### src/rtl/e_cycle_arbiter.sv
// E-clock timebase and round-robin owner of the 6800-style peripheral cycle.
// One requester is granted per E period; its DTACK_n is returned when E falls.
module e_cycle_arbiter #(
  parameter int unsigned NREQ         = 2,
  parameter int unsigned E_PERIOD     = 10,
  parameter int unsigned E_HIGH_START = 6,
  parameter int unsigned VMA_PHASE    = 3
) (
  input  logic            C7M,
  input  logic            RESET_n,
  input  logic [NREQ-1:0] REQ_n,
  output logic            E,
  output logic            VMA_n,
  output logic [NREQ-1:0] GNT_n,
  output logic [NREQ-1:0] DTACK_n,
  output logic            BUSY,
  output logic [3:0]      PH
);

  localparam int unsigned IW = (NREQ > 1) ? $clog2(NREQ) : 1;
  localparam logic [3:0]  PH_LAST  = 4'(E_PERIOD - 1);
  localparam logic [3:0]  PH_EHI   = 4'(E_HIGH_START);
  localparam logic [3:0]  PH_VMA   = 4'(VMA_PHASE);
  localparam logic [IW-1:0] IDX_LAST = IW'(NREQ - 1);

  typedef logic [IW-1:0] idx_t;
  typedef enum logic [1:0] {IDLE, ACTIVE, DONE} state_t;

  state_t     state_q, state_d;
  idx_t       win_q, win_d;
  idx_t       rr_q, rr_d;
  logic [3:0] ph_q, ph_d;
  logic       e_q, e_d;

  idx_t       pick_idx;
  logic       pick_vld;
  idx_t       win_inc;

  // Free-running phase counter; E is derived from the next phase so E and PH agree.
  always_comb begin
    ph_d = (ph_q == PH_LAST) ? '0 : ph_q + 4'd1;
    e_d  = (ph_d >= PH_EHI);
  end

  // Round-robin search: first active requester at or after the rr pointer.
  always_comb begin
    idx_t cand;
    pick_vld = 1'b0;
    pick_idx = '0;
    cand     = '0;
    for (int unsigned k = 0; k < NREQ; k++) begin
      cand = idx_t'((32'(rr_q) + k) % NREQ);
      if (!pick_vld && !REQ_n[cand]) begin
        pick_vld = 1'b1;
        pick_idx = cand;
      end
    end
  end

  // Next state; a released REQ_n in ACTIVE takes precedence over cycle completion.
  always_comb begin
    state_d = state_q;
    win_d   = win_q;
    rr_d    = rr_q;
    win_inc = (win_q == IDX_LAST) ? '0 : win_q + idx_t'(1);
    case (state_q)
      IDLE: begin
        if (ph_q == PH_VMA && pick_vld) begin
          state_d = ACTIVE;
          win_d   = pick_idx;
        end
      end
      ACTIVE: begin
        if (REQ_n[win_q]) begin
          state_d = IDLE;
          rr_d    = win_inc;
        end else if (ph_q == PH_LAST) begin
          state_d = DONE;
        end
      end
      DONE: begin
        if (REQ_n[win_q]) begin
          state_d = IDLE;
          rr_d    = win_inc;
        end
      end
      default: state_d = IDLE;
    endcase
  end

  // State, phase and E registers with asynchronous reset.
  always_ff @(posedge C7M or negedge RESET_n) begin
    if (!RESET_n) begin
      state_q <= IDLE;
      win_q   <= '0;
      rr_q    <= '0;
      ph_q    <= '0;
      e_q     <= 1'b0;
    end else begin
      state_q <= state_d;
      win_q   <= win_d;
      rr_q    <= rr_d;
      ph_q    <= ph_d;
      e_q     <= e_d;
    end
  end

  // Bus outputs decoded from registered state, so reset clears them without a clock.
  always_comb begin
    E       = e_q;
    PH      = ph_q;
    BUSY    = (state_q != IDLE);
    VMA_n   = (state_q != ACTIVE);
    GNT_n   = '1;
    DTACK_n = '1;
    if (state_q != IDLE) GNT_n[win_q] = 1'b0;
    if (state_q == DONE) DTACK_n[win_q] = 1'b0;
  end

endmodule

### config.mk
export PLATFORM = sky130hd
export DESIGN_NAME = e_cycle_arbiter
export DESIGN_NICKNAME = d
export VERILOG_FILES = /design/src/rtl/e_cycle_arbiter.sv
export SDC_FILE = /design/constraint.sdc
export NUM_CORES = 1
export LEC_CHECK = 0
export ABC_AREA = 1
export BUFFER_PORTS_ARGS = -buffer_cell sky130_fd_sc_hd__buf_2
export CORE_AREA = 2 2 39 41
export DETAILED_ROUTE_END_ITERATION = 6
export DIE_AREA = 0 0 41 43
export PLACE_DENSITY_LB_ADDON = 0.25
export SLEW_MARGIN = 20
export SYNTH_ARGS = -nofsm -noshare
export SYNTH_HDL_FRONTEND = slang
export SYNTH_SLANG_ARGS = --single-unit
### constraint.sdc
create_clock -name C7M -period 1.95 [get_ports C7M]
set_input_delay 0.2925 -clock C7M [delete_from_list [all_inputs] [get_ports C7M]]
set_output_delay 0.2925 -clock C7M [all_outputs]
set_load 0.03 [all_outputs]
; ---- After elaboration in Yosys (flattened, before gate mapping)
; Index checks and enable logic that the tools add are counted.
[op_classes]
eq_ne = 8
n_lt_le_gt_ge = 5
bitwise = 1
n_reduce_logical = 10
muxes = 21
n_addsub = 3
[op_table]
columns = op, count
row1 = 1-bit 2-to-1 mux, 12
row2 = 2-bit 2-to-1 mux, 6
row3 = "1-bit by 2-bit less-than comparator with 1-bit output, second input constant", 3
row4 = 2-bit one-hot mux with 3 select lines, 1
row5 = "4-bit by 1-bit adder with 4-bit output, second input constant", 1
row6 = "4-bit by 2-bit equality test with 1-bit output, second input constant", 1
row7 = "4-bit equality test, second input constant", 1
row8 = "4-bit by 3-bit >= comparator with 1-bit output, second input constant", 1
row9 = 4-bit 2-to-1 mux, 1
row10 = "2-bit != test, second input constant", 2
row11 = 2-bit AND reduction, 2
row12 = 1-bit logical AND, 3
row13 = "3-bit != test, second input constant", 1
row14 = 3-bit AND reduction, 1
row15 = "1-bit adder, second input constant", 2
row16 = "2-bit by 1-bit equality test with 1-bit output, second input constant", 1
row17 = "2-bit equality test, second input constant", 1
row18 = 2-bit logical NOT, 1
row19 = "2-bit by 1-bit != test with 1-bit output, second input constant", 1
row20 = 2-bit NOT, 1
row21 = 2-bit nonzero test, 1
row22 = 2-bit OR reduction, 1
row23 = 1-bit demux with 1-bit select, 1
row24 = "1-bit >= comparator, second input constant", 1
row25 = 1-bit logical NOT, 1
[word_totals]
inputBits = 4
out_inout_bits = 11
regBits = 9
word_cells = 53

; ---- Depth between registers and ports, before layout
; Gate-level depths: netlist of run 1.
[depth]
depth_word = 9
depth_mapped = 7
ltp_nobuf = 7

; ---- Worst setup path before layout of run 1
; No wires, ideal clock.
[synth_path]
path_kind = reg2out
startpoint = reg state_q[0]
endpoint = out GNT_n[0]
stages_incl_launch_ff = 5
arrival_time_ps = 1125
slack_ps = 533
required_time_ps = 1657
n_path_buf = 0
cell_sequence = dfrtp_1 inv_1 ha_1 inv_1 nand2_1
[synth_between]
elab_chain_len = 2
[synth_lines]
columns = element, line_no
row1 = start: declaration, 29  ; state_t state_q, state_d;
row2 = start signal: assignment, 100  ; state_q <= state_d;
row3 = 2-bit nonzero test, n/a
row4 = named net BUSY, 16  ; output logic BUSY,
row5 = 2-bit 2-to-1 mux, 116  ; if (state_q != IDLE) GNT_n[win_q] = 1'b0;
row6 = end: declaration, 14  ; output logic [NREQ-1:0] GNT_n,
; The timed path passes the listed nets, and every way through them passes these cells.

; ---- Worst setup path after layout of run 1
[layout_path]
startpoint = reg state_q[0]
endpoint = out GNT_n[1]
[layout_between]
elab_chain_len = 2
[layout_lines]
columns = element, line_no
row1 = 2-bit nonzero test, 116
row2 = 2-bit 2-to-1 mux, 116
; Every way passes these cells.

==> results of run 1 <==
==> logic make-up after synthesis <==
group	count (synthesis)	share of synthesized area (%)
adder cells (fa/ha/maj)	3	7.14
flip-flops	9	42.9
AO/OA/AOI/OAI	7	7.86
buffers and inverters	16	11.4
AND/OR/NAND/NOR	36	30.7
==> placed cells by master, fill, tap and decap left out, drive strengths merged <==
cell type,count
nor2,6
dlygate4sd3,1
o211ai,1
dfrtp,9
o21a,1
a31oi,1
o21ai,3
nand2,24
nand4,1
inv,16
buf,14
ha,3
a21oi,1
nand3,5
clkbuf,4
==> worst max-delay path by stage <==
| stage | start | to | slack, ps | depth (start not counted) |
|---|---|---|---|---|
| 2_1_floorplan | state_q[0]$_DFFE_PN0P_ | GNT_n[0] | 530 | 4 |
| 3_3_place_gp | state_q[0]$_DFFE_PN0P_ | GNT_n[1] | 720 | 5 |
| 3_5_place_dp | state_q[0]$_DFFE_PN0P_ | GNT_n[0] | 680 | 5 |
| 4_1_cts | state_q[0]$_DFFE_PN0P_ | GNT_n[0] | 390 | 5 |
| 5_1_grt | state_q[0]$_DFFE_PN0P_ | GNT_n[1] | 290 | 5 |
| 6_report | state_q[0]$_DFFE_PN0P_ | GNT_n[1] | 410 | 5 |
==> area by class of cell <==
cell class | instances | area [um2] | share of cell area, %
multi-input cells | 46 | 240 | 36.9
flip-flops and latches | 9 | 225 | 34.5
repair buffers | 15 | 80.1 | 12.3
inverters | 16 | 60.1 | 9.21
clock buffers | 4 | 26.3 | 4.03
well taps | 16 | 20.0 | 3.07
==> sequential cells by signal, summed over array words and instances, names as in the netlist <==
register  count
state_q       2
E             1
rr_q          1
win_q         1
PH            4
==> report_power, final <==
group | internal (uW) | switching [uW]
sequential | 218 | 30.2
clock | 78.7 | 63.1
combinational | 98.2 | 225
total | 395 | 318
==> worst min-delay path, stage by stage <==
cell      delay (ps)
buf_2            110
o211ai_1         100
nand2_1           60
==> layer usage <==
| layer | routed length (um) | global-route usage (%) | vias to the layer above |
|---|---|---|---|
| met3 | 53 | 1.57 | 2 |
| met2 | 475 | 20.0 | 11 |
| met5 | 0 | 0 | - |
| li1 | - | - | 255 |
| met1 | 477 | 19.3 | 198 |
| met4 | 8 | 12.0 | 0 |
==> metrics by stage <==
stage	std cells	worst slack, ps
5_1_grt	106	292
3_5_place_dp	101	682
2_1_floorplan	71	533
6_report	106	409
3_3_place_gp	101	722
4_1_cts	106	393
==> timing repair <==
action,in CTS,in global routing
setup buffers,0,0
gates resized for setup,0,0
endpoints found under the hold margin,9,0
endpoints found under the setup margin,0,0
hold buffers,1,0
==> out/qor.tcl, run 1 <==
set qor(run_status) {finished, final reports clean}
set qor(antenna-diode-count) 0
set qor(beginning_of_the_worst_register_to_register_path) {state_q[0]$_DFFE_PN0P_}
set qor(synth_seq_area_share_pct) 42.9
set qor(clockRootBuffer) {clkbuf_4}
set qor(fmax_ghz) 0.649
set qor(fin_tns_setup_ps) 0
set qor(power_uw) 713
set qor(final_min_period_over_clock_period_pct) 79.0
set qor(wirelength_um) 1010
set qor(post_drt_via_cell_ratio) 4.40
set qor(synth_async_sr_flop_share_pct) 100
set qor(report.final.hold_viol_count) 0
set qor(avgSynthCellArea_um2) 7.40
set qor(timing.critical_path.from_type) {register}
set qor(finClkSkew_ps) 7.40
set qor(syn-instance-count) 71
set qor(relSlewSlack_pct) 85.3
set qor(port_buffers) 14
set qor(routed_vias) 466
set qor(min_from) {REQ_n[0]}
set qor(worst_path_required_time_ps) 1660
set qor(hold_path_end) {win_q$_DFFE_PN0P_}
set qor(grt_first_pass_wirelength_um) 1640
set qor(fill_cells) 137
set qor(utilization_of_the_core_after_routing_pct) 47.1
set qor(synthMostInstantiatedCell) {nand2_1}
set qor(max_cap_violations) 0
set qor(drc_marker_count_from_the_first_detailed_route_iteration) 5
set qor(placeableCoreArea_mm2) 0.00138
set qor(h-tree-depth) 1
set qor(drtAntennaViolNets) 0
set qor(fraction_of_synthesized_cell_area_taken_by_the_top_area_cell_type_pct) 42.9
set qor(detail_route.wl_per_cell_um) 9.57
set qor(synth_top_cells_by_count) {nand2_1, inv_1, dfrtp_1}
set qor(grt.overflow.total) 0
set qor(timing.critical_path.slowest_cell_delay_ps) 370
set qor(fin_nets) 98
set qor(floorplan.io_pins) 15
set qor(yosys.area.top_type) {dfrtp_1}
set qor(critical-path-top-cell-by-count) {inv_1}
set qor(timing.final.setup_violations) 0
set qor(timing.critical_path.buf_inv) 3
set qor(fp-row-count) 14
set qor(syn-num-nets) 78
set qor(critical_path_class) {reg2out}
set qor(die_h_um) 43
set qor(ys_top_cells_by_area) {dfrtp_1, nand2_1, inv_1}
set qor(gp_routability_congestion) 0.616
set qor(drive_gt1_share_pct) 25.6
set qor(synth.ff_latch_count) 9
set qor(clk_pin_slew_ps) 60
set qor(via_count_of_the_first_global_routing_pass) 396
set qor(hold_class) {in2reg}
set qor(p_leak_uw) 0.000371
set qor(synthesis.yosys.warnings) 0
set qor(whs_ps) 343
set qor(kind_of_cell_adding_the_most_delay_to_the_critical_path) {flip-flops}
set qor(min_period_ps) 1540
set qor(post_syn_area_um2) 526
set qor(numClockSinks) 9
set qor(crit-reg2reg-capture) {win_q$_DFFE_PN0P_}
set qor(power.density_cell_area_mw_per_mm2) 1090
set qor(finalInstanceArea_um2) 652
set qor(die-area_mm2) 0.00176
set qor(grt_antenna_before_repair) 0
set qor(reg2reg_setup_slack_ps) 790
set qor(cts_made_buffers) 3
set qor(hpwl_um) 818
set qor(end_kind) {output port}
set qor(effective_utilization_at_floorplan_pct) 38.0
set qor(grt_start_max_net_pins) 10
set qor(floorplan.die.width_um) 41
set qor(detail_route.first_pass.iterations) 3
set qor(critPathMaxFanout) 5
set qor(timing.critical_path.arrival_ps) 1250
set qor(timing_worst_slew_pin_value_ps) 220
set qor(gr-usage-all-layers_pct) 14.5
set qor(reg2regPathDepth) 6
set qor(place_area_um2) 616
set qor(rsz0062_at_grt) {false}
set qor(crit_path_slowest_cell) {dfrtp_1}
set qor(clk-insertion-delay-late_ps) 260
set qor(ordered_list_of_cells_on_the_worst_path) {inv_1, ha_1, inv_1, nand2_1, buf_2}
set qor(area_delta_synth_final_pct) 24.0
set qor(drcViolationCount) 0
set qor(tritoncts_clock_tree) {built}
set qor(synth_edf_count) 0
set qor(finalMaxSlewViolations) 0
set qor(maximum_root_to_sink_buffer_count) 2
set qor(irDropWorstVdd_uv) 428
set qor(whs_path_depth) 3
set qor(ys.flop_type) {dfrtp_1}
set qor(yosysUniqueCellTypes) 15
Note: power is estimated with default switching activity, not from simulation.
==> inputs of run 2 (changes only) <==
Clock period 1.95 ns to 1.39 ns, I/O delays scaled along.
==> run 2 against run 1 <==
Compared with the run above:
- critical path depth is 1 lower
- critical endpoint is now DTACK_n[1]
- core utilization increased by 6.1 points
- die area is the same
- first-iteration DRC count up 80%
- critical path type unchanged
- cell area up 13%
- sequential power is 43% higher
- count of clock-buffer cells in the layout is 1 lower
- via count rose by 2.1%
- highest routed layer unchanged
==> out/qor.tcl, run 2 (synthesis gave the netlist of run 1 again) <==
set qor(placeableCoreArea_mm2) 0.00138
set qor(port_buffers) 14
set qor(timing.critical_path.buf_inv) 2
set qor(clk_pin_slew_ps) 60
set qor(run_status) {finished, final reports clean}
set qor(switchingPower_uw) 529
set qor(m1WireLength_um) 512
set qor(crit-reg2reg-capture) {win_q$_DFFE_PN0P_}
set qor(power_switching_share_pct) 43.4
set qor(floorplan.io_pins) 15
set qor(drive_gt1_share_pct) 38.0
set qor(grt_start_max_net_pins) 10
set qor(end_kind) {output port}
set qor(critical_path_class) {reg2out}
set qor(gp_routability_congestion) 0.629
set qor(wl_met2_um) 541
set qor(h-tree-depth) 1
set qor(power.density_cell_area_mw_per_mm2) 1650
set qor(reg2regPathDepth) 7
set qor(power_uw) 1220
set qor(floorplan.die.width_um) 41
set qor(beginning_of_the_worst_register_to_register_path) {state_q[0]$_DFFE_PN0P_}
set qor(drtAntennaViolNets) 0
set qor(ordered_list_of_cells_on_the_worst_path) {buf_6, ha_4, nand2_1, buf_6}
set qor(routed_vias) 476
set qor(worst_path_required_time_ps) 1180
set qor(worstSetupStartpoint) {state_q[1]$_DFFE_PN0P_}
set qor(p_leak_uw) 0.000400
set qor(antenna-diode-count) 0
set qor(relSlewSlack_pct) 84.5
set qor(irDropWorstVdd_uv) 796
set qor(final.setup.worst_slack_ps) 6.68
set qor(die-area_mm2) 0.00176
set qor(cp.depth) 4
set qor(numClockSinks) 9
set qor(hpwl_um) 820
set qor(gr-usage-all-layers_pct) 15.0
set qor(worst_setup_slack_before_clock_tree_synthesis_ps) 209
set qor(report.final.hold_viol_count) 0
set qor(number_of_flip_flops_in_the_largest_register) 4
set qor(via_count_of_the_first_global_routing_pass) 422
set qor(detail_route.wl_per_cell_um) 10.3
set qor(cts_made_buffers) 3
set qor(wirelength_um) 1110
set qor(grt_first_pass_wirelength_um) 1700
set qor(tritoncts_clock_tree) {built}
set qor(hold_class) {in2reg}
set qor(critical-path-top-cell-by-count) {buf_6}
set qor(clockRootBuffer) {clkbuf_4}
set qor(power.share.combinational_pct) 54.3
set qor(finalInstanceArea_um2) 737
set qor(final_min_period_over_clock_period_pct) 99.5
set qor(effective_utilization_at_floorplan_pct) 38.0
set qor(min_from) {REQ_n[0]}
set qor(maximum_root_to_sink_buffer_count) 2
set qor(place_area_um2) 616
set qor(most-common-layout-cells) {nand2_1, inv_1, dfrtp_1, buf_2}
set qor(timing.critical_path.slowest_cell_delay_ps) 410
set qor(max_cap_violations) 0
set qor(drc_marker_count_from_the_first_detailed_route_iteration) 9
set qor(drcViolationCount) 0
set qor(kind_of_cell_adding_the_most_delay_to_the_critical_path) {flip-flops}
set qor(post_drt_via_cell_ratio) 4.41
set qor(top_layer_used) {met4}
set qor(timing_worst_slew_pin_value_ps) 232
set qor(power.internal_uw) 690
set qor(finalMaxSlewViolations) 0
set qor(wl_met3_um) 45
set qor(fp-row-count) 14
set qor(worstSetupEndpoint) {DTACK_n[1]}
set qor(power_frac_clock_pct) 16.6
set qor(die_h_um) 43
set qor(grt_antenna_before_repair) 0
set qor(fin_nets) 100
set qor(timing.critical_path.arrival_ps) 1170
set qor(timing.final.setup_violations) 0
set qor(min_period_ps) 1380
set qor(seq_power_share_pct) 29.1
set qor(reg2reg_setup_slack_ps) 180
set qor(crit_path_slowest_cell) {dfrtp_1}
set qor(fmax_ghz) 0.723
set qor(critPathMaxFanout) 3
set qor(final_common_cell) {nand2_1}
set qor(grt.overflow.total) 0
set qor(area_delta_synth_final_pct) 40.2
set qor(finClkSkew_ps) 3.16
set qor(timing.critical_path.from_type) {register}
set qor(clk-insertion-delay-late_ps) 260
set qor(detail_route.first_pass.iterations) 3
set qor(rsz0062_at_grt) {true}
## run 2: tightest hold or removal path, delay by kind of cell
kind,cells,cell delay (ps)
buffers and inverters,1,110
AND/OR/NAND/NOR,1,60
AO/OA/AOI/OAI,1,100
## run 2: what timing repair did
| action | CTS | global route |
|---|---|---|
| hold buffers | 1 | 0 |
| setup endpoints to repair | 5 | 6 |
| resized for setup | 10 | 12 |
| setup buffers | 1 | 1 |
| hold endpoints to repair | 9 | 0 |
| pin swaps | 0 | 3 |
## run 2: how the worst min path moves through the flow
| stage | end | slack [ps] | cells after the start |
|---|---|---|---|
| floorplan | E$_DFF_PN0_ | -90 | 0 |
| global placement | PH[3]$_DFF_PN0_ | 70 | 1 |
| finish | win_q$_DFFE_PN0P_ | 240 | 3 |
| global route | win_q$_DFFE_PN0P_ | 260 | 3 |
| CTS | win_q$_DFFE_PN0P_ | 240 | 3 |
| detailed placement | PH[3]$_DFF_PN0_ | 70 | 1 |
## run 2: through the flow
step / utilization [%] / setup TNS [ps] / hold WS, ps / std cells
after detailed placement: 44.5 / 0 / 71.2 / 101
after CTS: 49.4 / 0 / 237 / 107
final: 53.3 / 0 / 244 / 108
after floorplan: - / 0 / -87.1 / 71
after global routing: 53.3 / -178 / 258 / 108
after global placement: 44.5 / 0 / 71.9 / 101
## run 2: cell type report
class	count	area [um2]
flip-flops and latches	9	225
clock inverters	1	5.00
repair buffers	17	126
fillers	136	647
inverters	16	62.6
multi-input cells	46	275
well taps	16	20.0
clock buffers	3	22.5
## run 2: layer usage
metal	global-route usage (%)	up-vias
met5	0	-
met4	12.0	0
met3	1.57	2
met2	21.9	13
met1	18.9	201
li1	-	260
## run 2: power by group through the flow
stage | Sequential, uW | Clock (uW) | Combinational [uW]
2_1_floorplan | 344 | 0 | 349
5_1_grt | 363 | 225 | 721
3_3_place_gp | 352 | 0 | 451
3_5_place_dp | 353 | 0 | 457
4_1_cts | 350 | 213 | 537
6_report | 355 | 202 | 662
